--- src/rtl/load_mem_reader.sv ---
// Streams NUM_SAMPLES words from the sample RAM (BASE_ADDR upward) to a valid/ready consumer.
// RAM read latency absorbed by a 2-entry buffer; reads are throttled so the buffer never overflows.
module load_mem_reader #(
    parameter int ADDR_W      = 11,
    parameter int DATA_W      = 10,
    parameter int NUM_SAMPLES = 10,
    parameter int BASE_ADDR   = 0
) (
    input  logic              clk,
    input  logic              rst,
    input  logic              start,
    output logic [ADDR_W-1:0] mem_addr,
    output logic              mem_rd_en,
    input  logic [DATA_W-1:0] mem_rdata,
    output logic [DATA_W-1:0] sample_out,
    output logic              sample_valid,
    input  logic              sample_ready,
    output logic              busy,
    output logic              done
);

    localparam logic [ADDR_W:0]   NUM      = (ADDR_W+1)'(NUM_SAMPLES);
    localparam logic [ADDR_W:0]   CNT_ONE  = (ADDR_W+1)'(1);
    localparam logic [ADDR_W-1:0] BASE     = ADDR_W'(BASE_ADDR);
    localparam logic [ADDR_W-1:0] ADDR_ONE = ADDR_W'(1);

    typedef enum logic [1:0] {
        S_IDLE,
        S_RUN,
        S_FINISH
    } state_t;

    state_t            state_q, state_d;
    logic [ADDR_W:0]   issued_q, issued_d;
    logic [ADDR_W:0]   accepted_q, accepted_d;
    logic [ADDR_W-1:0] addr_q, addr_d;
    logic              inflight_q;
    logic [DATA_W-1:0] buf_q [2];
    logic              rd_ptr_q, wr_ptr_q;
    logic [1:0]        count_q, count_d;
    logic              push, pop, rd_en;
    logic [2:0]        occ;

    always_comb begin
        pop        = (count_q != 2'd0) && sample_ready;
        push       = inflight_q;
        // Occupancy the buffer will have once everything already requested lands.
        occ        = {1'b0, count_q} + {2'b00, inflight_q} - {2'b00, pop};
        count_d    = count_q + {1'b0, push} - {1'b0, pop};
        state_d    = state_q;
        issued_d   = issued_q;
        accepted_d = accepted_q;
        addr_d     = addr_q;
        rd_en      = 1'b0;

        case (state_q)
            S_IDLE: begin
                if (start) begin
                    state_d    = S_RUN;
                    issued_d   = '0;
                    accepted_d = '0;
                    addr_d     = BASE;
                end
            end
            S_RUN: begin
                if ((issued_q < NUM) && (occ < 3'd2)) begin
                    rd_en    = 1'b1;
                    issued_d = issued_q + CNT_ONE;
                    // Address stops on the last sample rather than running one past it.
                    if (issued_d < NUM) begin
                        addr_d = addr_q + ADDR_ONE;
                    end
                end
                if (pop) begin
                    accepted_d = accepted_q + CNT_ONE;
                    if (accepted_d == NUM) begin
                        state_d = S_FINISH;
                    end
                end
            end
            S_FINISH: begin
                state_d = S_IDLE;
            end
            default: begin
                state_d = S_IDLE;
            end
        endcase
    end

    always_ff @(posedge clk or posedge rst) begin
        if (rst) begin
            state_q    <= S_IDLE;
            issued_q   <= '0;
            accepted_q <= '0;
            addr_q     <= BASE;
            inflight_q <= 1'b0;
            count_q    <= 2'd0;
            rd_ptr_q   <= 1'b0;
            wr_ptr_q   <= 1'b0;
            buf_q[0]   <= '0;
            buf_q[1]   <= '0;
        end else begin
            state_q    <= state_d;
            issued_q   <= issued_d;
            accepted_q <= accepted_d;
            addr_q     <= addr_d;
            inflight_q <= rd_en;
            count_q    <= count_d;
            if (push) begin
                buf_q[wr_ptr_q] <= mem_rdata;
                wr_ptr_q        <= ~wr_ptr_q;
            end
            if (pop) begin
                rd_ptr_q <= ~rd_ptr_q;
            end
        end
    end

    assign mem_addr     = addr_q;
    assign mem_rd_en    = rd_en;
    assign sample_out   = buf_q[rd_ptr_q];
    assign sample_valid = (count_q != 2'd0);
    assign busy         = (state_q == S_RUN);
    assign done         = (state_q == S_FINISH);

    a_no_overflow: assert property (@(posedge clk) disable iff (rst)
        !(push && (count_q == 2'd2)));

    a_read_bound: assert property (@(posedge clk) disable iff (rst)
        rd_en |-> (issued_q < NUM));

    a_hold_stable: assert property (@(posedge clk) disable iff (rst)
        (sample_valid && !sample_ready) |=> (sample_valid && $stable(sample_out)));

endmodule

--- config.mk ---
export PLATFORM = sky130hd
export DESIGN_NAME = load_mem_reader
export DESIGN_NICKNAME = d
export VERILOG_FILES = /design/src/rtl/load_mem_reader.sv
export SDC_FILE = /design/constraint.sdc
export NUM_CORES = 1
export LEC_CHECK = 0
export ABC_AREA = 1
export CAP_MARGIN = 20
export CORE_MARGIN = 2
export CORE_UTILIZATION = 55
export CTS_CLUSTER_SIZE = 24
export DETAILED_ROUTE_END_ITERATION = 10
export PLACE_DENSITY = 0.89
export SETUP_SLACK_MARGIN = 0.05
export SKIP_CTS_REPAIR_TIMING = 1
export SKIP_LAST_GASP = 1
export SLEW_MARGIN = 20
export SYNTH_ARGS = -nofsm -noshare
export SYNTH_HDL_FRONTEND = slang
export SYNTH_SLANG_ARGS = --single-unit
--- constraint.sdc ---
create_clock -name clk -period 7.8 [get_ports clk]
set_input_delay 1.56 -clock clk [delete_from_list [all_inputs] [get_ports clk]]
set_output_delay 1.56 -clock clk [all_outputs]
set_load 0.03 [all_outputs]
==> results of run 1 <==
-- state kept, by name, indices dropped and copies added (netlist names) --
name and flops:
buf_q 20, accepted_q 12, issued_q 12, mem_addr 11, count_q 2, state_q 2, inflight_q 1, rd_ptr_q 1
wr_ptr_q 1
-- layer usage --
layer,up-vias,share of wire,global-route usage
met5,-,0,0
met4,0,0.025,0.116
met3,14,0.047,0.0398
met2,100,0.48,0.366
met1,1478,0.45,0.302
li1,1547,-,-
-- cell families (layout without fill, tap and decap cells) --
| family | count (synthesis) | in the layout | share of synthesized area |
|---|---|---|---|
| buffers and inverters | 67 | 112 | 0.0736 |
| flip-flops | 62 | 62 | 0.447 |
| AND/OR/NAND/NOR | 259 | 259 | 0.339 |
| adder cells (fa/ha/maj) | 6 | 6 | 0.0238 |
| AO/OA/AOI/OAI | 50 | 50 | 0.0757 |
| XOR/XNOR | 16 | 16 | 0.0404 |
-- metrics by stage --
| step | worst slack [ns] | instance area [um2] | instances |
|---|---|---|---|
| 3_5_place_dp | 1.68 | 3910 | 564 |
| 6_report | 1.67 | 4110 | 580 |
| 3_3_place_gp | 1.86 | 3910 | 564 |
| 5_1_grt | 1.42 | 4110 | 580 |
| 4_1_cts | 1.64 | 4110 | 580 |
| 2_1_floorplan | 3.00 | 3470 | 460 |
-- tightest hold or removal path, cell delays in order (launching register included) --
cell     delay, ns
dfrtp_1       0.35
nand2_1       0.05
o21ai_0       0.06
-- path summary, 6_finish.rpt --
path / to / startpoint / depth (start not counted)
min: buf_q[16] / buf_q[16] / 2
max reg2reg: mem_addr[0] / count_q[1] / 13
max: mem_rd_en / sample_ready / 11
min reg2reg: buf_q[16] / buf_q[16] / 2
max in group asynchronous: issued_q[5] / rst / 3
min in group asynchronous: mem_addr[6] / rst / 3
-- power by group --
group	total [mW]	switching (mW)	leakage (nW)	internal [mW]
Sequential	0.540	0.108	0.804	0.433
Clock	0.284	0.136	0.0996	0.148
Combinational	0.752	0.491	1.12	0.262
Total	1.58	0.734	2.03	0.843
-- area by class of cell --
type | instances | area, um2
repair buffers | 39 | 388
clock buffers | 9 | 124
well taps | 75 | 93.8
multi-input cells | 331 | 1660
inverters | 57 | 214
fillers | 479 | 1920
flip-flops and latches | 62 | 1550
clock inverters | 7 | 73.8
-- placed cells by master, fill, tap and decap left out, drive strengths merged --
cell           instances
nor3                   6
clkinvlp               1
nor4                   1
bufinv                 1
o21ai                 35
ha                     5
nand3b                 2
o21a                   1
a21oi                  6
xnor2                  3
inv                   57
dfrtp                 62
nand4                 11
buf                    1
fa                     1
clkdlybuf4s50         38
nand3                 38
clkbuf                 9
nor2                  51
o22ai                  8
or2                    1
clkinv                 5
xor2                  13
nand2                149
==> impl_summary.log, run 1 <==
[metrics] number of buffers inserted during clock tree synthesis: 9
[metrics] top cells by area in the synthesized netlist: dfrtp_1 (45%), nand2_1 (15%), inv_1 (5.7%)
[metrics] peak ir drop on the vdd network: 0.000275 V
[metrics] top-count cell post-synth: nand2_1
[metrics] post-detailed-route wirelength per cell: 13.3 um
[metrics] most instantiated cells after synthesis: nand2_1 (139), dfrtp_1 (62), inv_1 (53)
[metrics] area enclosed by the die boundary: 0.00696 mm2
[metrics] number of warnings reported in the yosys synthesis log: 0
[metrics] vertical extent of the die: 83.4 um
[metrics] post-layout net count: 520
[metrics] post-DP HPWL: 5.28 mm
[metrics] number of pins exceeding their max-slew limit in the final report: 0
[metrics] area leader, netlist: dfrtp_1
[metrics] First-pass DRT Iterations: 5
[metrics] Setup TNS Final: 0 ns
[metrics] share of flip-flops with an asynchronous set or reset: 1.00
[metrics] share of synthesized area occupied by flip-flops and latches: 0.447
[metrics] gate family responsible for the most delay along the worst path: buffers and inverters
[metrics] synthesis-to-layout area growth: 18.4%
[metrics] top achievable clock speed: 163 MHz
[metrics] number of global-route vias before repair: 2913
[metrics] Routed Antenna Nets: 0
[metrics] netlist area before placement: 0.00347 mm2
[metrics] type of the worst min-delay path: register to register
[metrics] aggregate global-route resource usage: 0.230
[metrics] CP bufs+invs: 3
[metrics] Synthesized Nets: 480
[metrics] global-route wire length before repair: 13.1 mm
[metrics] chain of cells forming the critical path: clkdlybuf4s50_1 -> o21a_1 -> nand2_1 -> o21ai_0 -> ha_1 -> fa_1 -> nand3b_1 -> nor2_1 -> nand3_2 -> inv_1 -> clkdlybuf4s50_1
[metrics] die extent in x: 83.4 um
[metrics] setup repair after global routing missed its margin: no
[metrics] total via count in the routed design: 3139
[metrics] count of flip-flops with a built-in enable after synthesis: 0
[metrics] P per Cell Area: 384 mW/mm2
[metrics] number of buffer cells added on primary ports: 38
[metrics] clock skew: 0.0102 ns
[metrics] number of standard-cell rows in the floorplan: 28
[metrics] clock slew at reported path FFs: 0.07 ns
[metrics] arrival time at the worst endpoint: 4.57 ns
[metrics] mean area per synthesized cell: 7.54 um2
[metrics] fin crit share: 0.786
[metrics] final core utilization: 0.682
[metrics] Maximum Capacitance Violations: 0
[metrics] LEAKAGE: 2.03 nW
[metrics] initial antenna violation count: 0
[metrics] Root Buffer Master: clkbuf_8
[metrics] placer congestion estimate: 0.885
[metrics] pin count of the biggest net entering global routing: 63
[metrics] DRC violation count after routing: 0
[metrics] number of H-tree branching levels: 3
[metrics] effective utilization at floorplan: 0.576
[metrics] worst skew pair latency: 0.34 ns
[metrics] worst setup path class: input port to output pin
[metrics] Ant. Diodes: 0
[metrics] Slew Limit Headroom: 0.478
[metrics] post-synth cell types: 30
[metrics] status: complete, no violations
[metrics] via density per instance: 5.41
[metrics] Yosys top cell area share: 0.447
[metrics] number of endpoints failing setup at the final stage: 0
[metrics] number of storage elements in the synthesis netlist: 62
[metrics] CP endpoint kind: output pin
[metrics] clock tree from TritonCTS: built
[metrics] Critical Path Start Type: input port
[metrics] final count of hold timing violations: 0
[metrics] most used flip-flop cell after synthesis: dfrtp_1
[metrics] Crit path top cell by count: clkdlybuf4s50_1
[metrics] placeable core area: 0.00603 mm2
[metrics] overflow left after global routing: 0
[metrics] required time worst endpoint: 6.24 ns
[metrics] number of clock sinks seen by CTS: 62
[metrics] drt initial violations: 162
[metrics] transition time at the pin with the least slew margin: 0.783 ns
[metrics] minimum clock period: 6.13 ns
[metrics] Post-Route Hold Slack: 0.495 ns
[metrics] share of post-route cells with drive strength above 1: 0.0891
[metrics] drt total wl: 7.69 mm
[metrics] Final Power: 1.58 mW
[metrics] cell count after synthesis: 460
[metrics] minimum setup slack among reg-to-reg paths: 4.69 ns
[metrics] Ports: 39
[metrics] critical path's largest stage delay: 0.67 ns
[metrics] buffer levels on the longest clock path: 2
[metrics] library cell contributing the largest single delay on the critical path: clkdlybuf4s50_1
[metrics] CP max FO: 9
(Power assumes the default switching activity.)
==> inputs of run 2 (changes only) <==
- CORE_UTILIZATION: 55 -> 51
- PLACE_DENSITY: 0.89 -> 0.87
- clock period: 7.8 -> 5.3 ns (I/O delays scaled with it)
==> run 2 against run 1 <==
Compared with the run above: hold slack worse by 0.0093 ns; non-clock buffer count up 1; clock-buffer cell count unchanged; sequential share of layout area up 0.17 points; total power up 43%; first-iteration DRC count down 18%; cell count up 1.0%; die area up 7.5%; clock skew about the same; core utilization down 7.0 points; wire length down 2.0%; combinational power up 48%; critical path type unchanged; critical endpoint unchanged; largest cell class unchanged.
==> impl_summary.log, run 2 (synthesis results as in run 1) <==
[metrics] status: complete, no violations
[metrics] type of the worst min-delay path: register to register
[metrics] effective utilization at floorplan: 0.519 (-0.0565)
[metrics] placed insts: 570 (+1.1%)
[metrics] minimum setup slack among reg-to-reg paths: 2.38 ns (-2.31 ns)
[metrics] global-route wire length before repair: 13.3 mm (+2.2%)
[metrics] initial antenna violation count: 0 (unchanged)
[metrics] Ports: 39 (unchanged)
[metrics] P per Cell Area: 553 mW/mm2 (+44%)
[metrics] sw power: 1.07 mW (+46%)
[metrics] register containing the most flip-flops in the final layout: buf_q
[metrics] multi-input logic area: 0.00166 mm2 (unchanged)
[metrics] pin count of the biggest net entering global routing: 63 (unchanged)
[metrics] die extent in x: 86.5 um (+3.7%)
[metrics] number of buffer cells added on primary ports: 38 (unchanged)
[metrics] required time worst endpoint: 4.24 ns (-2.00 ns)
[metrics] First-pass DRT Iterations: 5 (unchanged)
[metrics] via density per instance: 5.23 (-3.3%)
[metrics] synthesis-to-layout area growth: 17.9%
[metrics] number of standard cells in the layout, taps in and fillers out: 586 (+1.0%)
[metrics] number of pins exceeding their max-slew limit in the final report: 0 (unchanged)
[metrics] final count of hold timing violations: 0 (unchanged)
[metrics] post-route setup slack: 0.482 ns (-1.19 ns)
[metrics] clock network fraction of design power: 0.158 (-0.022)
[metrics] peak ir drop on the vdd network: 0.000214 V (-22%)
[metrics] total via count in the routed design: 3066 (-2.3%)
[metrics] number of standard-cell rows in the floorplan: 30 (+7.1%)
[metrics] most common cell after layout, fill and taps aside: nand2_1
[metrics] worst setup slack after placement: 0.519 ns (-1.16 ns)
[metrics] placer congestion estimate: 0.903 (+2.1%)
[metrics] fraction of power spent switching nets: 0.473 (+0.00804)
[metrics] final cell area excluding filler cells: 0.00409 mm2 (-0.46%)
[metrics] number of endpoints failing setup at the final stage: 0 (unchanged)
[metrics] Critical Path Start Type: input port
[metrics] number of clock sinks seen by CTS: 62 (unchanged)
[metrics] vertical extent of the die: 86.5 um (+3.7%)
[metrics] number of global-route vias before repair: 3079 (+5.7%)
[metrics] drt initial violations: 133 (-18%)
[metrics] clock skew: 0.0102 ns (-0.0000621 ns)
[metrics] number of H-tree branching levels: 3 (unchanged)
[metrics] clock tree from TritonCTS: built
[metrics] top achievable clock speed: 208 MHz
[metrics] post-detailed-route wirelength per cell: 12.9 um (-3.0%)
[metrics] total placed instance area: 0.00392 mm2 (+0.35%)
[metrics] worst skew pair latency: 0.35 ns (about the same)
[metrics] number of flip-flops under the largest register name: 20 (unchanged)
[metrics] Root Buffer Master: clkbuf_8
[metrics] CP max FO: 6 (-3)
[metrics] Critical R2R Capture: mem_addr[0]
[metrics] filler cell count in the final layout: 577 (+20%)
[metrics] setup repair after global routing missed its margin: no
[metrics] Worst Hold End: buf_q[14]
[metrics] fraction of power consumed by sequential logic: 0.353 (+0.010)
[metrics] Ant. Diodes: 0 (unchanged)
[metrics] part of the total power dissipated in combinational logic: 0.489 (+0.012)
[metrics] cell-internal power: 1.19 mW (+41%)
[metrics] Slew Limit Headroom: 0.497 (+0.0188)
[metrics] top flop regs: buf_q: 20 flops, accepted_q: 12 flops, issued_q: 12 flops
[metrics] placeable core area: 0.00668 mm2 (+11%)
[metrics] Maximum Capacitance Violations: 0 (unchanged)
[metrics] Post-Route Hold Slack: 0.485 ns (-0.00926 ns)
[metrics] Routed Antenna Nets: 0 (unchanged)
[metrics] post-layout net count: 521 (+0.19%)
[metrics] hold path depth: 2 (unchanged)
[metrics] arrival time at the worst endpoint: 3.76 ns (-0.81 ns)
[metrics] number of buffers inserted during clock tree synthesis: 9 (unchanged)
[metrics] clock slew at reported path FFs: 0.07 ns (about the same)
[metrics] drt total wl: 7.54 mm (-2.0%)
[metrics] Final Power: 2.26 mW (+43%)
[metrics] CP endpoint kind: output pin
[metrics] area enclosed by the die boundary: 0.00748 mm2 (+7.5%)
[metrics] overflow left after global routing: 0 (unchanged)
[metrics] leading cell types in the layout, fill and taps excluded: nand2_1 (139), dfrtp_1 (62), inv_1 (52)
[metrics] post-DP HPWL: 5.40 mm (+2.3%)
[metrics] fin crit share: 0.909
[metrics] minimum clock period: 4.82 ns
[metrics] aggregate global-route resource usage: 0.225 (-0.00462)
[metrics] launch instance of the worst min-delay path: buf_q[14]
[metrics] final core utilization: 0.612 (-0.0697)
[metrics] transition time at the pin with the least slew margin: 0.755 ns (-0.0282 ns)
[metrics] launch point of the worst reg-to-reg path: count_q[1]
[metrics] combined flip-flop and latch cell area: 0.00155 mm2 (unchanged)
[metrics] DRC violation count after routing: 0 (unchanged)
[metrics] Setup TNS Final: 0 ns (unchanged)
[metrics] LEAKAGE: 2.02 nW (-0.30%)
[metrics] buffer levels on the longest clock path: 2 (unchanged)
[metrics] Register-to-Register Path Depth: 13 (unchanged)
[metrics] share of post-route cells with drive strength above 1: 0.0909 (+0.00180)
[metrics] worst setup path class: input port to output pin
[run 2: worst max path at each step]
stage | start | endpoint | slack (ns) | depth (start not counted)
after floorplan | sample_ready | mem_rd_en | 1.50 | 10
after global placement | sample_ready | mem_rd_en | 0.61 | 11
after detailed placement | sample_ready | mem_rd_en | 0.52 | 11
after CTS | sample_ready | mem_rd_en | 0.49 | 11
after global routing | sample_ready | mem_rd_en | 0.30 | 11
final | sample_ready | mem_rd_en | 0.48 | 11
[run 2: worst max-delay path, stage by stage]
cell and delay (ns):
clkdlybuf4s50_1 0.49, o21a_1 0.15, nand2_1 0.09, o21ai_0 0.09, ha_1 0.19, fa_1 0.43
nand3b_1 0.17, nor2_1 0.15, nand3_2 0.15, inv_1 0.11, clkdlybuf4s50_1 0.67
[run 2: cell type report]
cell class	instances	share of cell area
multi-input combinational	331	0.407
timing repair buffer	40	0.0967
clock inverter	7	0.0101
inverter	57	0.0523
tap	80	0.0245
clock buffer	9	0.0303
sequential	62	0.379
[run 2: power by group through the flow]
stage               Combinational [mW]  Clock [mW]  Sequential [mW]
finish                            1.11       0.356            0.799
global route                      1.23       0.389            0.821
CTS                               1.11       0.364            0.796
detailed placement                1.10           0            0.802
global placement                  1.07           0            0.789
floorplan                        0.777           0            0.777
[run 2: routing by layer]
layer	track usage	share of wire	vias to the layer above
met5	0	0	-
met4	0.108	0.025	0
met3	0.0562	0.048	21
met2	0.392	0.50	75
met1	0.258	0.43	1430
li1	-	-	1540
==> inputs of run 3 (changes only) <==
- PLACE_DENSITY: 0.87 -> 0.77
- REMOVE_ABC_BUFFERS: default -> 1
==> run 3 against run 2 <==
Compared with the run above: first-iteration DRC count increased by 4.5%; sequential share of layout area shrank 0.72 points; total power rose by 6.9%; die area stayed put; cell area rose by 1.9%; register-to-register slack is essentially flat; highest routed layer unchanged.
==> impl_summary.log, run 3 (synthesis results as in run 1) <==
[metrics] status: complete, no violations
[metrics] Routed Antenna Nets: 0 (unchanged)
[metrics] chain of cells forming the critical path: clkdlybuf4s50_1 -> o21a_1 -> nand2_1 -> o21ai_0 -> ha_1 -> fa_1 -> nand3b_1 -> nor2_1 -> nand3_2 -> inv_1 -> clkdlybuf4s50_1
[metrics] worst skew pair latency: 0.35 ns (about the same)
[metrics] Setup TNS Final: 0 ns (unchanged)
[metrics] pin count of the biggest net entering global routing: 34 (-46%)
[metrics] placeable core area: 0.00668 mm2 (unchanged)
[metrics] die extent in x: 86.5 um (unchanged)
[metrics] Root Buffer Master: clkbuf_8
[metrics] buffer levels on the longest clock path: 2 (unchanged)
[metrics] final core utilization: 0.624 (+0.0118)
[metrics] critical path's largest stage delay: 0.68 ns (about the same)
[metrics] placer congestion estimate: 0.870 (-3.7%)
[metrics] CP endpoint kind: output pin
[metrics] arrival time at the worst endpoint: 3.73 ns (-0.03 ns)
[metrics] initial antenna violation count: 0 (unchanged)
[metrics] most common cell after layout, fill and taps aside: nand2_1
[metrics] effective utilization at floorplan: 0.519 (unchanged)
[metrics] post-layout net count: 521 (unchanged)
[metrics] register containing the most flip-flops in the final layout: buf_q
[metrics] number of global-route vias before repair: 2915 (-5.3%)
[metrics] Final Power: 2.42 mW (+6.9%)
[metrics] required time worst endpoint: 4.24 ns (about the same)
[metrics] top achievable clock speed: 209 MHz (+0.58%)
[metrics] library cell contributing the largest single delay on the critical path: clkdlybuf4s50_1
[metrics] multi-input logic area: 0.00166 mm2 (unchanged)
[metrics] leading cell types in the layout, fill and taps excluded: nand2_1 (139), dfrtp_1 (62), inv_1 (52)
[metrics] clock slew at reported path FFs: 0.07 ns (about the same)
[metrics] worst setup slack after placement: 0.505 ns (-0.0133 ns)
[metrics] synthesis-to-layout area growth: 20.1%
[metrics] global-route wire length before repair: 13.0 mm (-2.3%)
[metrics] placed insts: 570 (unchanged)
[metrics] filler cell count in the final layout: 576 (-0.17%)
[metrics] number of standard cells in the layout, taps in and fillers out: 585 (-0.17%)
[metrics] hold path depth: 2 (unchanged)
[metrics] Ports: 39 (unchanged)
[metrics] transition time at the pin with the least slew margin: 0.693 ns (-0.0617 ns)
[metrics] minimum setup slack among reg-to-reg paths: 2.37 ns (about the same)
[metrics] GR Util met1: 0.301 (+0.0427)
[metrics] DRC violation count after routing: 0 (unchanged)
[metrics] setup repair after global routing missed its margin: no
[metrics] layer carrying the most global-route usage: met2
[metrics] aggregate global-route resource usage: 0.220 (-0.00517)
[metrics] peak ir drop on the vdd network: 0.000395 V (+84%)
[metrics] number of buffers inserted during clock tree synthesis: 9 (unchanged)
[metrics] final count of hold timing violations: 0 (unchanged)
[metrics] number of buffer cells added on primary ports: 38 (unchanged)
[metrics] top flop regs: buf_q: 20 flops, accepted_q: 12 flops, issued_q: 12 flops
[metrics] post-detailed-route wirelength per cell: 12.8 um (-0.61%)
[metrics] M2 GR Usage: 0.345 (-0.0462)
[metrics] area enclosed by the die boundary: 0.00748 mm2 (unchanged)
[metrics] number of flip-flops under the largest register name: 20 (unchanged)
[metrics] total placed instance area: 0.00392 mm2 (unchanged)
[metrics] drt total wl: 7.48 mm (-0.78%)
[metrics] launch point of the worst reg-to-reg path: count_q[1]
[metrics] Register-to-Register Path Depth: 13 (unchanged)
[metrics] number of H-tree branching levels: 3 (unchanged)
[metrics] First-pass DRT Iterations: 4 (-1)
[metrics] clock tree from TritonCTS: built
[metrics] Worst Hold End: buf_q[9]
[metrics] post-DP HPWL: 5.19 mm (-3.8%)
[metrics] Post-Route Hold Slack: 0.488 ns (+0.00208 ns)
[metrics] drt initial violations: 139 (+4.5%)
[metrics] number of clock sinks seen by CTS: 62 (unchanged)
[metrics] total via count in the routed design: 3041 (-0.82%)
[metrics] Maximum Capacitance Violations: 0 (unchanged)
[metrics] Ant. Diodes: 0 (unchanged)
[metrics] combined flip-flop and latch cell area: 0.00155 mm2 (unchanged)
[metrics] number of standard-cell rows in the floorplan: 30 (unchanged)
[metrics] P per Cell Area: 580 mW/mm2 (+4.9%)
[metrics] Critical Path Start Type: input port
[metrics] Slew Limit Headroom: 0.537 (+0.0405)
[metrics] CP max FO: 6 (unchanged)
[metrics] met3 Resource Use GR: 0.0505 (-0.00571)
[metrics] overflow left after global routing: 0 (unchanged)
[metrics] minimum clock period: 4.79 ns (-0.0278 ns)
[metrics] LEAKAGE: 2.05 nW (+1.5%)
[metrics] share of post-route cells with drive strength above 1: 0.0891 (-0.00180)
[metrics] fin crit share: 0.904 (-0.00524)
[metrics] number of endpoints failing setup at the final stage: 0 (unchanged)
[metrics] via density per instance: 5.20 (-0.65%)
[metrics] vertical extent of the die: 86.5 um (unchanged)
[metrics] Critical R2R Capture: mem_addr[0]
[metrics] post-route setup slack: 0.510 ns (+0.0278 ns)
[metrics] launch instance of the worst min-delay path: buf_q[9]
[metrics] clock skew: 0.0118 ns (+0.00164 ns)
[metrics] Crit path top cell by count: clkdlybuf4s50_1
[metrics] final cell area excluding filler cells: 0.00417 mm2 (+1.9%)
[metrics] number of pins exceeding their max-slew limit in the final report: 0 (unchanged)
[metrics] type of the worst min-delay path: register to register
[metrics] worst setup path class: input port to output pin
==> run 3: where the power goes <==
part	total (mW)	switching, mW	internal (mW)	leakage [nW]
registers	0.794	0.157	0.637	0.804
logic	1.11	0.720	0.387	1.13
clock network	0.516	0.192	0.324	0.119
==> run 3: worst max-delay path by stage <==
stage                             from         to  slack [ns]  depth (start not counted)
after global placement    sample_ready  mem_rd_en        0.59                         11
final                     sample_ready  mem_rd_en        0.51                         11
after detailed placement  sample_ready  mem_rd_en        0.51                         11
after global routing      sample_ready  mem_rd_en        0.30                         11
after CTS                 sample_ready  mem_rd_en        0.51                         11
after floorplan           sample_ready  mem_rd_en        1.50                          9
==> run 3: layout make-up <==
type / count / area share
Multi-Input combinational cell: 331 / 0.399
Sequential cell: 62 / 0.372
Timing Repair Buffer: 40 / 0.0949
Inverter: 57 / 0.0513
Clock buffer: 10 / 0.0330
Clock inverter: 5 / 0.0255
Tap cell: 80 / 0.0240
==> run 3: critical path: cells and delay by family <==
family / cells / cell delay, ns
AOI/OAI and AO/OA: 2 / 0.24
adders and majority gates: 2 / 0.61
buffers and inverters: 3 / 1.30
and+or+nand+nor: 4 / 0.52
==> run 3: per-layer routing <==
metal,wire [um],part of all wire,up-vias
li1,-,-,1545
met4,131,0.018,0
met3,222,0.030,12
met5,0,0,-
met2,3460,0.46,51
met1,3660,0.49,1433
